<file path="src/rtl/alu_arb.sv">
// alu_arb: shares one ALU issue slot between an execute requester (x) and an
// effective-address generator (g). The generator adds base low byte + offset,
// then, if the page is crossed, spends a second slot fixing the high byte.
// Optional feature macro: ALU_ARB_RR_EN (round-robin between x and new g
// requests). Without it x has fixed priority over new g requests.
module alu_arb #(
  parameter logic [5:0] OP_ADD = 6'h08,
  parameter logic [5:0] OP_INC = 6'h2A,
  parameter logic [5:0] OP_DEC = 6'h2B
) (
  input  logic        clk,
  input  logic        rst,
  input  logic        x_valid,
  output logic        x_ready,
  input  logic [5:0]  x_op,
  input  logic [7:0]  x_a,
  input  logic [7:0]  x_b,
  input  logic        x_ci,
  output logic        x_rvalid,
  output logic [7:0]  x_out,
  output logic [7:0]  x_status,
  input  logic        g_valid,
  output logic        g_ready,
  input  logic [15:0] g_base,
  input  logic [7:0]  g_off,
  input  logic        g_signed,
  output logic        g_rvalid,
  output logic [15:0] g_addr,
  output logic        g_fix,
  output logic [5:0]  alu_op,
  output logic [7:0]  alu_ai,
  output logic [7:0]  alu_bi,
  output logic        alu_ci,
  input  logic [7:0]  alu_out,
  input  logic [7:0]  alu_status,
  input  logic        alu_bpage
);

  typedef enum logic [1:0] {
    G_IDLE = 2'd0,
    G_LO   = 2'd1,
    G_HI   = 2'd2,
    G_DONE = 2'd3
  } g_state_e;

  g_state_e    state_q, state_d;
  logic [7:0]  base_hi_q, base_hi_d;
  logic        off_neg_q, off_neg_d;
  logic        signed_q, signed_d;
  logic [7:0]  low_q, low_d;
  logic [15:0] addr_q, addr_d;
  logic        fix_q, fix_d;
  logic        g_rvalid_q, g_rvalid_d;
  logic        x_rvalid_q, x_rvalid_d;
  logic        rr_g_q, rr_g_d;      // 1: next contended slot goes to g

  logic        idle_s;
  logic        fix_s;
  logic        fix_issue_s;
  logic        x_xfer_s;
  logic        g_xfer_s;

  // ALU results come from the ALU's own registers, so the x result is the
  // ALU output in the cycle after issue.
  assign x_out    = alu_out;
  assign x_status = alu_status;
  assign x_rvalid = x_rvalid_q;
  assign g_rvalid = g_rvalid_q;
  assign g_addr   = addr_q;
  assign g_fix    = fix_q;

  // Arbitration, slot mux and generator next-state logic.
  always_comb begin
    state_d    = state_q;
    base_hi_d  = base_hi_q;
    off_neg_d  = off_neg_q;
    signed_d   = signed_q;
    low_d      = low_q;
    addr_d     = addr_q;
    fix_d      = fix_q;
    rr_g_d     = rr_g_q;
    g_rvalid_d = 1'b0;
    alu_op     = 6'h00;
    alu_ai     = 8'h00;
    alu_bi     = 8'h00;
    alu_ci     = 1'b0;

    idle_s      = (state_q == G_IDLE);
    // Signed offsets cross a page differently from unsigned ones; the ALU
    // reports that case on alu_bpage, otherwise the carry decides.
    fix_s       = signed_q ? alu_bpage : alu_status[0];
    fix_issue_s = (state_q == G_LO) && fix_s;

    // Ready never depends on the requester's own valid.
`ifdef ALU_ARB_RR_EN
    x_ready = !fix_issue_s && !(g_valid && idle_s && rr_g_q);
    g_ready = idle_s && !(x_valid && !rr_g_q);
`else
    x_ready = !fix_issue_s;
    g_ready = idle_s && !x_valid;
`endif

    x_xfer_s   = x_valid && x_ready;
    g_xfer_s   = g_valid && g_ready;
    x_rvalid_d = x_xfer_s;

`ifdef ALU_ARB_RR_EN
    if (x_valid && g_valid && idle_s) begin
      rr_g_d = !rr_g_q;
    end else begin
      rr_g_d = rr_g_q;
    end
`endif

    // The high-byte fix owns the slot ahead of any new request.
    if (fix_issue_s) begin
      alu_op = (signed_q && off_neg_q) ? OP_DEC : OP_INC;
      alu_bi = base_hi_q;
    end else if (x_xfer_s) begin
      alu_op = x_op;
      alu_ai = x_a;
      alu_bi = x_b;
      alu_ci = x_ci;
    end else if (g_xfer_s) begin
      alu_op = OP_ADD;
      alu_ai = g_base[7:0];
      alu_bi = g_off;
    end else begin
      alu_op = 6'h00;
    end

    case (state_q)
      G_IDLE: begin
        if (g_xfer_s) begin
          base_hi_d = g_base[15:8];
          off_neg_d = g_off[7];
          signed_d  = g_signed;
          state_d   = G_LO;
        end else begin
          state_d = G_IDLE;
        end
      end
      G_LO: begin
        low_d = alu_out;
        if (fix_s) begin
          state_d = G_HI;
        end else begin
          addr_d     = {base_hi_q, alu_out};
          fix_d      = 1'b0;
          g_rvalid_d = 1'b1;
          state_d    = G_DONE;
        end
      end
      G_HI: begin
        addr_d     = {alu_out, low_q};
        fix_d      = 1'b1;
        g_rvalid_d = 1'b1;
        state_d    = G_DONE;
      end
      G_DONE: begin
        state_d = G_IDLE;
      end
      default: begin
        state_d = G_IDLE;
      end
    endcase
  end

  // State and response registers; reset drops any request in flight.
  always_ff @(posedge clk or negedge rst) begin
    if (!rst) begin
      state_q    <= G_IDLE;
      base_hi_q  <= 8'h00;
      off_neg_q  <= 1'b0;
      signed_q   <= 1'b0;
      low_q      <= 8'h00;
      addr_q     <= 16'h0000;
      fix_q      <= 1'b0;
      g_rvalid_q <= 1'b0;
      x_rvalid_q <= 1'b0;
      rr_g_q     <= 1'b0;
    end else begin
      state_q    <= state_d;
      base_hi_q  <= base_hi_d;
      off_neg_q  <= off_neg_d;
      signed_q   <= signed_d;
      low_q      <= low_d;
      addr_q     <= addr_d;
      fix_q      <= fix_d;
      g_rvalid_q <= g_rvalid_d;
      x_rvalid_q <= x_rvalid_d;
      rr_g_q     <= rr_g_d;
    end
  end

endmodule
</file>
<file path="config.mk">
export PLATFORM = sky130hd
export DESIGN_NAME = alu_arb
export DESIGN_NICKNAME = d
export VERILOG_FILES = /design/src/rtl/alu_arb.sv
export SDC_FILE = /design/constraint.sdc
export NUM_CORES = 1
export LEC_CHECK = 0
export ABC_AREA = 1
export CORE_UTILIZATION = 45
export DETAILED_ROUTE_END_ITERATION = 12
export DONT_BUFFER_PORTS = 1
export SLEW_MARGIN = 25
export SYNTH_ARGS = -nofsm -noshare
export SYNTH_HDL_FRONTEND = slang
export SYNTH_SLANG_ARGS = --single-unit
</file>
<file path="constraint.sdc">
create_clock -name clk -period 1.96 [get_ports clk]
set_input_delay 0.196 -clock clk [delete_from_list [all_inputs] [get_ports clk]]
set_output_delay 0.196 -clock clk [all_outputs]
set_load 0.03 [all_outputs]
</file>
==> flow_summary.ini <==
[detailed_routing]
via_per_inst = 5.244
vias = 2040
post-route-drc-count = 0
routed_wl_mm = 5.753
drt_first_iter_violations = 108
ant_nets = 0
drtPass1Iterations = 4
wire_per_inst_microns = 14.79

[sta]
hold_slack_ns = 0.009652
setup_violations = 0
fin_crit_sh_pct = 95.24
final_max_slew_viol_count = 0
fin_skew_ns = 0.002871
worst_pin_slew_ns = 0.4072
rsz0062_at_grt = true
hold_viol = 0
setup_slack_ns = 0.09330
min_period_ns = 1.867
slew_headroom_pct = 72.82
fmax_mhz = 535.7

[cts]
clock_latency_ns = 0.30
cts_root_buf = clkbuf_8
numCtsBuffers = 5
clock_sinks = 39
cts_tree = done
cts.clk_slew.worst_paths_ns = 0.07
clk_path_buf_depth = 2
cts_htree_levels = 2

[floorplan]
core.rowCount = 26
start_util_pct = 46.99
num_io_pins = 129
die_area_sq_mm = 0.005629
die_height_microns = 75.03
die_w_microns = 75.03
core_area_sq_mm = 0.005107

[critical_path]
path_max_fanout = 40
timing.rr.end = g_addr[14]$_DFFE_PN0P_
worstPathBufferInverterCount = 2
regToRegSetupSlack_ns = 0.38
r2r-start = state_q[0]$_DFF_PN0_
crit_slowest_cell = dfrtp_1
crit_required_ns = 1.76
crit_path_start_kind = register
crit_arrival_ns = 1.67
critPathTopFamily = simple AND/OR/NAND/NOR gates
cpPeakStageDelay_ns = 0.38
r2r_cells = 7
cp-end-kind = output pin
criticalPathCategory = reg2out
path_cells = inv_1, ha_2, nand2_8, nand2_1, nor2_1, buf_4

[yosys]
synth-seq-area-share_pct = 40.67
ys_seq_elements = 39
yosysWarningCount = 0
ys_types = 22
avgSynthCellArea_sq_um = 7.361
netlist_area_sq_mm = 0.002400
postSynthCellCount = 326
synth_nets = 399

[place]
pre_cts_ws_ns = 0.2728
dp.cells = 379
hpwl_mm = 4.082
port-buffer-count = 0
globalplace.congestion = 0.7377

[cells_and_area]
num_antenna_cells = 0
seq_area_sq_um = 975.9
layout.nets = 391
multi_input_area_sq_mm = 0.001104
syn2layout_area_growth_pct = 6.674
num-fill-cells = 540
final_cells = 389
drive_gt1_share_pct = 14.11

[grt]
grt_usage_pct = 21.08
grt_max_degree = 41
gr-total-overflow = 0
grt_pass1_wl_mm = 8.859
antenna_found_initial = 0
grt_pass1_vias = 1873

[status]
status = complete, no violations

[min_path]
min_path_type = in2reg
hold_end = base_hi_q[6]$_DFFE_PN0P_
min_path_cells = 2
hp-start = g_base[14]

[power_and_ir_drop]
p_leak_nw = 1.290
ir_drop_mv = 0.7374
p_per_area_mw_per_mm2 = 1763

[job]
drv_cap = 0
## per-layer routing
metal | track usage [%] | vias up | wire length (microns)
li1 | - | 1018 | -
met4 | 8.176 | 0 | 94
met5 | 0 | - | 0
met1 | 28.16 | 946 | 2527
met2 | 32.93 | 65 | 2747
met3 | 5.355 | 11 | 383
## layout by cell type (no fill, tap or decap), types with 2 or more instances in the layout
cell / count
clkbuf_8: 7
or2_2: 2
dfrtp_1: 39
nand4_1: 9
o21ai_0: 32
buf_4: 20
nand2_4: 3
ha_1: 2
inv_2: 2
or2_0: 6
inv_1: 25
a31oi_1: 8
nand2_1: 87
a21oi_1: 8
nand3_1: 36
nor2_1: 19
nand2_2: 5
## layout make-up
type / instances / area share, %
timing repair buffer: 23 / 7.478
clock buffer: 8 / 3.910
multi-input combinational: 222 / 43.11
tap: 70 / 3.421
inverter: 27 / 3.959
sequential: 39 / 38.12
## worst reg2reg max path: stages, from the launching register on
cell and delay (ns):
dfrtp_1 0.39, inv_1 0.15, ha_1 0.18, buf_4 0.28
inv_1 0.14, o21ai_0 0.21, nand3_1 0.10, nand2_1 0.08
## how the worst max path moves through the flow
stage / startpoint / end / slack, ns / cells past startpoint
CTS: state_q[0]$_DFF_PN0_ / alu_bi[6] / 0.02 / 7
finish: state_q[1]$_DFF_PN0_ / alu_op[2] / 0.09 / 6
global route: state_q[1]$_DFF_PN0_ / alu_ai[4] / -0.01 / 6
detailed placement: state_q[0]$_DFF_PN0_ / alu_bi[6] / 0.27 / 7
floorplan: state_q[1]$_DFF_PN0_ / alu_ci / 0.35 / 7
global placement: state_q[0]$_DFF_PN0_ / alu_bi[6] / 0.35 / 7
## where the power goes
| group | switching [mW] | leakage [nW] | internal [mW] |
|---|---|---|---|
| combinational | 1.40 | 0.770 | 0.730 |
| clock | 0.278 | 0.0515 | 0.321 |
| sequential | 0.588 | 0.468 | 1.20 |
| total | 2.27 | 1.29 | 2.25 |
## cell usage after synthesis (all sizes together)
cell type	number	area share, %
inv	27	4.2
o21ai	32	6.7
nand3	36	7.5
nand4	9	2.3
clkbuf	4	0.63
a21oi	8	1.7
a21boi	1	0.31
nor2	20	3.4
or2	8	2.1
a31oi	8	2.1
nand2	96	16
dfrtp	39	41
ha	4	2.1
buf	34	10
## stage by stage
| step | utilization (%) | total power [mW] | instance area [sq um] | setup TNS, ns |
|---|---|---|---|---|
| floorplan | - | 3.448 | 2400 | 0 |
| global route | 50.12 | 4.891 | 2560 | -0.02370 |
| CTS | 49.66 | 4.475 | 2536 | 0 |
| finish | 50.12 | 4.514 | 2560 | 0 |
| detailed placement | 46.74 | 3.822 | 2387 | 0 |
| global placement | 46.74 | 3.763 | 2387 | 0 |
## sequential cells by signal, indices dropped and copies added, names as in the netlist, 2 cells and up
| name | cells |
|---|---|
| g_addr | 16 |
| low_q | 8 |
| base_hi_q | 8 |
| state_q | 2 |
## kinds of logic (layout without fill, tap and decap cells)
| logic type | after synthesis | count (layout) | share of synthesized area, % |
|---|---|---|---|
| flops | 39 | 39 | 40.67 |
| compound gates | 49 | 49 | 10.74 |
| fa+ha+maj | 4 | 4 | 2.086 |
| buf+inv | 65 | 58 | 14.96 |
| simple gates | 169 | 169 | 31.54 |
## what timing repair did
item | 4_1_cts | 5_1_grt
hold endpoints to repair | 39 | 0
setup buffers | 0 | 0
pin swaps | 0 | 1
hold buffers | 2 | 0
endpoints found under the setup margin | 8 | 15
resized for setup | 5 | 5
Power figures use the tool's default switching activity.
